$ cat src/rtl/rr_resource_arbiter_if.sv
// Requester-side bundle for rr_resource_arbiter.
// The master modport is the requester side. The slave modport is the arbiter.
interface rr_resource_arbiter_if #(
  parameter int unsigned N = 4
);
  localparam int unsigned IdW = $clog2(N);

  logic [N-1:0]   req;
  logic           done;
  logic [N-1:0]   gnt;
  logic           gnt_valid;
  logic [IdW-1:0] gnt_id;
  logic           timeout;

  modport master (
    output req,
    output done,
    input  gnt,
    input  gnt_valid,
    input  gnt_id,
    input  timeout
  );

  modport slave (
    input  req,
    input  done,
    output gnt,
    output gnt_valid,
    output gnt_id,
    output timeout
  );
endinterface

$ cat src/rtl/rr_resource_arbiter.sv
// Round-robin arbiter for one single-user resource.
// It uses a grant/done handshake.
// A hold limit forces release of an owner that never signals done.
module rr_resource_arbiter #(
  parameter int unsigned N        = 4,
  parameter int unsigned MAX_HOLD = 16
) (
  input  logic                  clk_i,
  input  logic                  reset_ni,
  rr_resource_arbiter_if.slave  bus
);

  localparam int unsigned IdW = $clog2(N);

  typedef enum logic {StIdle, StGrant} state_e;

  state_e         state_q, state_d;
  logic [IdW-1:0] ptr_q, ptr_d;
  logic [IdW-1:0] owner_q, owner_d;
  logic [7:0]     hold_cnt_q, hold_cnt_d;
  logic [N-1:0]   gnt_q, gnt_d;
  logic           gnt_valid_q, gnt_valid_d;
  logic [IdW-1:0] gnt_id_q, gnt_id_d;
  logic           timeout_q, timeout_d;

  logic [IdW-1:0] win;
  logic           forced_rel;

  // Registers all state and outputs; reset is synchronous.
  always_ff @(posedge clk_i) begin
    if (!reset_ni) begin
      state_q     <= StIdle;
      ptr_q       <= '0;
      owner_q     <= '0;
      hold_cnt_q  <= '0;
      gnt_q       <= '0;
      gnt_valid_q <= 1'b0;
      gnt_id_q    <= '0;
      timeout_q   <= 1'b0;
    end else begin
      state_q     <= state_d;
      ptr_q       <= ptr_d;
      owner_q     <= owner_d;
      hold_cnt_q  <= hold_cnt_d;
      gnt_q       <= gnt_d;
      gnt_valid_q <= gnt_valid_d;
      gnt_id_q    <= gnt_id_d;
      timeout_q   <= timeout_d;
    end
  end

  // Picks the first requester at or after ptr, wrapping modulo N.
  always_comb begin
    int unsigned idx;
    logic        found;
    win   = '0;
    found = 1'b0;
    idx   = 0;
    for (int unsigned k = 0; k < N; k++) begin
      idx = (int'(ptr_q) + k) % N;
      if (!found && bus.req[IdW'(idx)]) begin
        found = 1'b1;
        win   = IdW'(idx);
      end
    end
  end

  // Computes next state; release priority is done, then abandon, then hold limit.
  always_comb begin
    state_d    = state_q;
    ptr_d      = ptr_q;
    owner_d    = owner_q;
    hold_cnt_d = hold_cnt_q;
    forced_rel = 1'b0;
    unique case (state_q)
      StIdle: begin
        if (|bus.req) begin
          state_d    = StGrant;
          owner_d    = win;
          hold_cnt_d = '0;
        end
      end
      StGrant: begin
        if (bus.done || !bus.req[owner_q] || (hold_cnt_q == 8'(MAX_HOLD - 1))) begin
          state_d    = StIdle;
          ptr_d      = (owner_q == IdW'(N - 1)) ? '0 : owner_q + 1'b1;
          forced_rel = !bus.done && bus.req[owner_q];
        end else begin
          hold_cnt_d = hold_cnt_q + 8'd1;
        end
      end
      default: state_d = StIdle;
    endcase
  end

  // Derives the next registered outputs from the next state.
  always_comb begin
    gnt_d       = '0;
    gnt_valid_d = 1'b0;
    gnt_id_d    = '0;
    timeout_d   = forced_rel;
    if (state_d == StGrant) begin
      gnt_d[owner_d] = 1'b1;
      gnt_valid_d    = 1'b1;
      gnt_id_d       = owner_d;
    end
  end

  assign bus.gnt       = gnt_q;
  assign bus.gnt_valid = gnt_valid_q;
  assign bus.gnt_id    = gnt_id_q;
  assign bus.timeout   = timeout_q;

endmodule

$ cat src/flat_wrapper.sv
// flat-port wrapper written by rule: the top's interface ports become plain ports
module rr_resource_arbiter_flat 
#(
  parameter int unsigned N        = 4,
  parameter int unsigned MAX_HOLD = 16
)
  (clk_i, reset_ni, bus_req, bus_done, bus_gnt, bus_gnt_valid, bus_gnt_id, bus_timeout);
  rr_resource_arbiter_if #(.N(N)) bus_i ();
  input  logic clk_i;
  input  logic reset_ni;
  input wire logic [$bits(bus_i.req)-1:0] bus_req;
  input wire logic [$bits(bus_i.done)-1:0] bus_done;
  output wire logic [$bits(bus_i.gnt)-1:0] bus_gnt;
  output wire logic [$bits(bus_i.gnt_valid)-1:0] bus_gnt_valid;
  output wire logic [$bits(bus_i.gnt_id)-1:0] bus_gnt_id;
  output wire logic [$bits(bus_i.timeout)-1:0] bus_timeout;
  assign bus_i.req = bus_req;
  assign bus_i.done = bus_done;
  assign bus_gnt = bus_i.gnt;
  assign bus_gnt_valid = bus_i.gnt_valid;
  assign bus_gnt_id = bus_i.gnt_id;
  assign bus_timeout = bus_i.timeout;
  rr_resource_arbiter #(.N(N), .MAX_HOLD(MAX_HOLD)) u_core (.clk_i(clk_i), .reset_ni(reset_ni), .bus(bus_i));
endmodule
$ cat config.mk
export PLATFORM = sky130hd
export DESIGN_NAME = rr_resource_arbiter_flat
export DESIGN_NICKNAME = d
export VERILOG_FILES = /design/src/rtl/rr_resource_arbiter_if.sv /design/src/rtl/rr_resource_arbiter.sv /design/src/flat_wrapper.sv
export SDC_FILE = /design/constraint.sdc
export NUM_CORES = 1
export LEC_CHECK = 0
export ABC_AREA = 1
export CAP_MARGIN = 20
export CORE_MARGIN = 4
export CORE_UTILIZATION = 40
export DETAILED_ROUTE_END_ITERATION = 8
export SYNTH_ARGS = -nofsm -noshare
export SYNTH_HDL_FRONTEND = slang
export SYNTH_SLANG_ARGS = --single-unit
export TNS_END_PERCENT = 5
$ cat constraint.sdc
create_clock -name clk_i -period 2 [get_ports clk_i]
set_input_delay 0.4 -clock clk_i [delete_from_list [all_inputs] [get_ports clk_i]]
set_output_delay 0.4 -clock clk_i [all_outputs]
set_load 0.1 [all_outputs]
==> impl_metrics.env, run 1 <==
export IMPL_clock_sink_count=20
export IMPL_crit_family="simple AND/OR/NAND/NOR gates"
export IMPL_timing_reg2reg_setup_slack_ns=0.30
export IMPL_chipWidth_um=62.3
export IMPL_fmax_mhz=587
export IMPL_io_pins=15
export IMPL_cts_buffers_inserted=3
export IMPL_numPortBuffers=14
export IMPL_start_util_pct=42.3
export IMPL_row_count=19
export IMPL_placedCellCount=225
export IMPL_ys_ff_latch=20
export IMPL_hold_class="register to register"
export IMPL_instances_no_fill=229
export IMPL_diodes=0
export IMPL_ys_seq_area_share_pct=34.0
export IMPL_finalSetupViolations=0
export IMPL_yosysUniqueCellTypes=28
export IMPL_crit_fanout=9
export IMPL_vdd_drop_max_uv=719
export IMPL_ctsResizeCount=0
export IMPL_syn_area_sq_um=1180
export IMPL_dp_hpwl_um=2010
export IMPL_cp_data_arrival_time_ns=1.93
export IMPL_synthArstFlopShare_pct=0
export IMPL_synth_top_cell_area_share_pct=34.0
export IMPL_ctsLongestPathBuffers=2
export IMPL_final_cell_mix="nand2_1 (57), dfxtp_1 (20), nor2_1 (18)"
export IMPL_crit_path_end_kind="register"
export IMPL_viasPerCell=5.05
export IMPL_fin_crit_sh_pct=85.1
export IMPL_die_y_um=62.3
export IMPL_status="complete, no violations"
export IMPL_cts_root_buffer="clkbuf_4"
export IMPL_clkLatencyLatePin_ns=0.30
export IMPL_coreArea_sq_um=2780
export IMPL_grt_max_degree=12
export IMPL_clk_pin_slew_worst_paths_ns=0.11
export IMPL_fin_crit_ns=1.70
export IMPL_slew_headroom_pct=81.4
export IMPL_nets=208
export IMPL_cts_hold_buf=0
export IMPL_power_mw=1.16
export IMPL_p_leak_nw=0.644
export IMPL_drtIter0Drc=87
export IMPL_met1_usage_pct=18.9
export IMPL_yosysTopAreaCell="dfxtp_1"
export IMPL_syn_area_per_cell_sq_um=6.61
export IMPL_synth_edf_count=0
export IMPL_synth_flop_cell="dfxtp_1"
export IMPL_p_per_area_nw_per_um2=839
export IMPL_routedWlPerCell_um=11.1
export IMPL_grt_pass1_vias=1065
export IMPL_track_usage_pct=13.8
export IMPL_grt_pass1_wl_um=4560
export IMPL_cts_max_level=1
export IMPL_cp_required_ns=2.23
export IMPL_syn_nets=187
export IMPL_gr_total_overflow=0
export IMPL_synth_area_leaders="dfxtp_1 (34%), nand2_1 (18%), nor2_1 (5.7%)"
export IMPL_start_kind="register"
export IMPL_clock_skew_final_ns=0.0103
export IMPL_yosys_warnings=0
export IMPL_cts_setup_buffers=0
export IMPL_layout_commonest_cell="nand2_1"
export IMPL_cap_violations=0
export IMPL_crit_path_cell_trace="ha_1 -> inv_1 -> nor2_1 -> nand3_1 -> nand4_2 -> nand2_2 -> inv_2 -> nand2_1 -> a21oi_1"
export IMPL_cts_tree="done"
export IMPL_firstDrtPassIters=4
export IMPL_busiest_layer="met2"
export IMPL_antenna_found_initial=0
export IMPL_slowest_stage="dfxtp_1"
export IMPL_drcViolationCount=0
export IMPL_cp_buffers_inverters=2
export IMPL_met3_usage_pct=4.86
export IMPL_wl_um=2530
export IMPL_finalMaxSlewViolations=0
export IMPL_ant_nets=0
export IMPL_grtUsageMet2_pct=20.9
export IMPL_crit_type="register to register"
export IMPL_finalHoldViolCount=0
export IMPL_crit_path_max_incr_delay_ns=0.40
export IMPL_timing_final_ws_setup_ns=0.298
export IMPL_vias=1156
export IMPL_grt_setup_unrepaired="false"
export IMPL_syn_inst=178
export IMPL_fill_cells=295
export IMPL_syn2layout_area_growth_pct=17.5
export IMPL_place_ws_ns=-0.00746
export IMPL_worstMarginPinSlew_ns=0.276
export IMPL_gp_congestion=0.893
export IMPL_drive_gt1_share_pct=19.2
export IMPL_die_area_sq_um=3880
## cells by family after synthesis
family / Yosys count / synth area share (%)
AND/OR/NAND/NOR: 102 / 39.1
buffers and inverters: 25 / 8.93
AO/OA/AOI/OAI: 24 / 12.1
flip-flops: 20 / 34.0
XOR/XNOR: 5 / 3.72
adder cells (fa/ha/maj): 2 / 2.13
## state kept, by name, summed over array words and instances (netlist names)
register and flops:
u_core.bus.gnt_id 2, u_core.bus.gnt_valid 1, u_core.hold_cnt_q 8, u_core.ptr_q 2, u_core.owner_q 2, u_core.bus.timeout 1, u_core.bus.gnt 4
## worst reg2reg max path: stages, from the launching register on
cell,delay [ns]
dfxtp_1,0.40
ha_1,0.22
inv_1,0.07
nor2_1,0.16
nand3_1,0.16
nand4_2,0.16
nand2_2,0.14
inv_2,0.14
nand2_1,0.06
a21oi_1,0.13
## final timing paths
check	start	endpoint	depth (start not counted)
setup / recovery	u_core.hold_cnt_q[0]	u_core.hold_cnt_q[6]	9
setup reg to reg	u_core.hold_cnt_q[0]	u_core.hold_cnt_q[6]	9
hold / removal	u_core.hold_cnt_q[1]	u_core.hold_cnt_q[1]	2
hold reg to reg	u_core.hold_cnt_q[1]	u_core.hold_cnt_q[1]	2
## report_power, final
group	switching, mW	internal, mW	total [mW]
sequential	0.0253	0.431	0.456
combinational	0.341	0.133	0.474
clock	0.119	0.111	0.230
total	0.485	0.675	1.16
## stage by stage
| stage | utilization, % | TNS, ns | instance area [sq um] | hold WS [ns] |
|---|---|---|---|---|
| 2_1_floorplan | - | 0 | 1180 | 0.447 |
| 3_3_place_gp | 48.4 | 0 | 1350 | 0.468 |
| 3_5_place_dp | 48.4 | -0.0111 | 1350 | 0.491 |
| 4_1_cts | 49.8 | 0 | 1380 | 0.507 |
| 5_1_grt | 49.8 | 0 | 1380 | 0.534 |
| 6_report | 49.8 | 0 | 1380 | 0.502 |
## synth_stat cells, types with 2 or more instances
| library cell | count |
|---|---|
| xnor2_1 | 4 |
| nor2_2 | 2 |
| o21ai_0 | 6 |
| dfxtp_1 | 20 |
| nor3_1 | 2 |
| a21oi_1 | 12 |
| inv_2 | 6 |
| ha_1 | 2 |
| nand3_1 | 9 |
| nand2_1 | 57 |
| nor2_1 | 18 |
| inv_1 | 16 |
| nand3_2 | 2 |
| nand2_2 | 5 |
| nand4_1 | 4 |
## final cells by class
| type | count | area (sq um) | area share [%] |
|---|---|---|---|
| multi-input cells | 133 | 672 | 48.6 |
| repair buffers | 18 | 150 | 10.8 |
| inverters | 23 | 86.3 | 6.24 |
| clock buffers | 4 | 36.3 | 2.62 |
| well taps | 31 | 38.8 | 2.80 |
| flip-flops and latches | 20 | 400 | 28.9 |
## layer usage
metal | vias up | part of all wire (%)
met4 | 0 | 1.1
met3 | 4 | 4.8
li1 | 606 | -
met2 | 17 | 42
met5 | - | 0
met1 | 529 | 52
No activity file was read; power rests on OpenSTA's default activity.
==> inputs of run 2 (changes only) <==
- ABC_AREA: 1 -> unset
==> run 2 against run 1 <==
  * Sequential power shrank 4.6%
  * Non-clock buffer count grew 15
  * Via count shrank 16%
  * Final cell count shrank 24%
  * Largest power group is now sequential cells
  * Highest routed layer unchanged
==> impl_metrics.env, run 2 <==
export IMPL_cts_root_buffer="clkbuf_4"
export IMPL_diodes=0
export IMPL_synth_flop_cell="dfxtp_1"
export IMPL_grt_pass1_wl_um=4200
export IMPL_cp_buffers_inverters=2
export IMPL_power_frac_seq_pct=46.5
export IMPL_min_from="u_core.ptr_q[0]"
export IMPL_ctsResizeCount=0
export IMPL_ys_seq_area_share_pct=38.2
export IMPL_top_register="u_core.hold_cnt_q"
export IMPL_cp_data_arrival_time_ns=2.09
export IMPL_p_clk_share_pct=25.9
export IMPL_clock_sink_count=20
export IMPL_r2r_end="u_core.bus.gnt[0]"
export IMPL_yosys_area_share_simple_pct=22.2
export IMPL_met1_usage_pct=22.1
export IMPL_syn_inst=113
export IMPL_timing_final_ws_setup_ns=0.115
export IMPL_drcViolationCount=0
export IMPL_gp_congestion=0.796
export IMPL_met3_usage_pct=2.61
export IMPL_clock_skew_final_ns=0.00380
export IMPL_min_to="u_core.ptr_q[0]"
export IMPL_timing_reg2reg_setup_slack_ns=0.13
export IMPL_ys_top_cells_by_count="dfxtp_1 (20), a21oi_1 (10), nand2_1 (9)"
export IMPL_register_area_sq_um=402
export IMPL_slowest_stage="or4_1"
export IMPL_crit_fanout=4
export IMPL_cts_buffers_inserted=3
export IMPL_track_usage_pct=15.8
export IMPL_crit_path_max_incr_delay_ns=0.51
export IMPL_drive_gt1_share_pct=28.3
export IMPL_synth_edf_count=0
export IMPL_cap_violations=0
export IMPL_synth_area_leaders="dfxtp_1 (38%), mux2i_1 (5.7%), a21oi_1 (4.8%)"
export IMPL_yosysTopAreaCell="dfxtp_1"
export IMPL_die_y_um=59.2
export IMPL_clkLatencyLatePin_ns=0.31
export IMPL_synth_top_family_by_area="compound AO/OA/AOI/OAI gates"
export IMPL_multiInputGateArea_sq_um=603
export IMPL_synth_mux_area_share_pct=5.73
export IMPL_start_kind="primary input"
export IMPL_switchingPower_uw=308
export IMPL_yosysUniqueCellTypes=38
export IMPL_synth_xor_area_share_pct=0
export IMPL_numPortBuffers=14
export IMPL_finalSetupViolations=0
export IMPL_vias=972
export IMPL_finalMaxSlewViolations=0
export IMPL_synth_most_common_cell="dfxtp_1"
export IMPL_viasPerCell=5.55
export IMPL_wl_um=2340
export IMPL_clk_pin_slew_worst_paths_ns=0.11
export IMPL_syn_area_per_cell_sq_um=9.27
export IMPL_coreArea_sq_um=2480
export IMPL_placed_area_sq_um=1310
export IMPL_ant_nets=0
export IMPL_hold_class="register to register"
export IMPL_p_int_uw=626
export IMPL_place_ws_ns=-0.214
export IMPL_status="complete, no violations"
export IMPL_power_uw=935
export IMPL_synthAdderAreaFrac_pct=2.39
export IMPL_syn2layout_area_growth_pct=28.8
export IMPL_busiest_layer="met2"
export IMPL_start_util_pct=42.3
export IMPL_grt_max_degree=14
export IMPL_synth_top_cell_area_share_pct=38.2
export IMPL_gr_total_overflow=0
export IMPL_row_count=18
export IMPL_slew_headroom_pct=69.6
export IMPL_fin_crit_sh_pct=94.3
export IMPL_layout_commonest_cell="buf_4"
export IMPL_largest_register_ffs=8
export IMPL_routedWlPerCell_um=13.3
export IMPL_fin_hold_ws_ns=0.493
export IMPL_cts_setup_buffers=0
export IMPL_fin_crit_ns=1.89
export IMPL_die_area_sq_um=3500
export IMPL_final_cell_mix="buf_4 (27), dfxtp_1 (19), a21oi_1 (10)"
export IMPL_yosys_warnings=0
export IMPL_dp_hpwl_um=1810
export IMPL_vdd_drop_max_uv=435
export IMPL_drtIter0Drc=25
export IMPL_grtUsageMet2_pct=24.0
export IMPL_crit_path_cell_trace="clkdlybuf4s50_1 -> buf_4 -> mux2i_1 -> nor2_1 -> or4_1 -> a2111oi_2"
export IMPL_ys_ff_latch=20
export IMPL_p_per_area_nw_per_um2=693
export IMPL_firstDrtPassIters=4
export IMPL_synth_compound_area_share_pct=27.2
export IMPL_fill_cells=248
export IMPL_final_util_pct=54.4
export IMPL_comb_power_share_pct=27.7
export IMPL_ctsLongestPathBuffers=2
export IMPL_io_pins=15
export IMPL_cts_max_level=1
export IMPL_cp_required_ns=2.21
export IMPL_reg2reg_from="u_core.hold_cnt_q[0]"
export IMPL_grt_setup_unrepaired="false"
export IMPL_crit_family="buffers and inverters"
export IMPL_antenna_found_initial=0
export IMPL_finalInstanceArea_sq_um=1350
export IMPL_r2r_cells=5
export IMPL_holdPathStages=2
export IMPL_synthArstFlopShare_pct=0
export IMPL_syn_area_sq_um=1050
export IMPL_cts_tree="done"
export IMPL_grt_pass1_vias=921
export IMPL_syn_nets=122
export IMPL_fmax_mhz=530
export IMPL_nets=155
export IMPL_switching_share_pct=33.0
export IMPL_finalHoldViolCount=0
export IMPL_worstMarginPinSlew_ns=0.452
export IMPL_cts_hold_buf=0
export IMPL_p_leak_nw=0.508
export IMPL_crit_path_end_kind="register"
export IMPL_chipWidth_um=59.2
export IMPL_crit_type="primary input to register"
-- run 2: cell count changes after synthesis, sizes merged, moves of 6 or more --
cell / delta
nand2: -54
o21ai: -7
nor2: -17
inv: -21
a21boi: +6
mux2i: +6
or4: +7
-- run 2: cells by family (layout without fill, tap and decap cells) --
group,count (synthesis),in the layout
AOI/OAI and AO/OA,37,37
adders and majority gates,2,2
buffers and inverters,7,39
DFF,20,20
muxes,6,6
and+or+nand+nor,41,41
-- run 2: worst max path at each step --
stage / startpoint / to / slack, ns / cells after the start
global route: u_core.hold_cnt_q[0] / u_core.bus.gnt[0] / 0.02 / 5
finish: bus_req[2] / u_core.bus.gnt[1] / 0.11 / 6
CTS: u_core.hold_cnt_q[0] / u_core.bus.gnt[0] / 0.11 / 5
global placement: bus_req[2] / u_core.bus.gnt[1] / -0.15 / 6
floorplan: u_core.bus.gnt_valid / u_core.bus.gnt[2] / 0.02 / 5
detailed placement: bus_req[2] / u_core.bus.gnt[1] / -0.21 / 6
-- run 2: power by group through the flow --
stage / Clock (mW) / Combinational [mW] / Sequential (mW)
final: 0.242 / 0.258 / 0.435
after global routing: 0.268 / 0.279 / 0.438
after detailed placement: 0 / 0.260 / 0.443
after floorplan: 0 / 0.104 / 0.512
after global placement: 0 / 0.256 / 0.442
after CTS: 0.250 / 0.260 / 0.435
-- run 2: metal layers --
metal	share of wire [%]	wire, um	vias to the layer above
met5	0	0	-
met4	1.9	44	0
met3	4.6	108	5
met2	41	969	18
met1	52	1210	443
li1	-	-	506
-- run 2: area by class of cell --
cell class	instances	share of cell area, %
Sequential cell	20	29.8
Clock buffer	4	2.69
Multi-Input combinational cell	86	44.7
Inverter	2	0.557
Tap cell	30	2.78
Timing Repair Buffer	33	19.5
-- run 2: through the flow --
stage	TNS, ns	std cells
final	0	175
after detailed placement	-1.52	171
after CTS	0	175
after global placement	-0.959	171
after floorplan	0	113
after global routing	0	175
-- run 2: worst register-to-register path, cell delays in order (launching register included) --
cell and delay, ns:
dfxtp_1 0.36, ha_1 0.23, and3_1 0.22, a21bo_2 0.27, or3_1 0.34, a2111oi_2 0.35
==> inputs of run 3 (changes only) <==
- GPL_ROUTABILITY_DRIVEN: unset -> 0
==> results of run 3 <==
Final layout, timing and power as in run 2 (identical DEF).
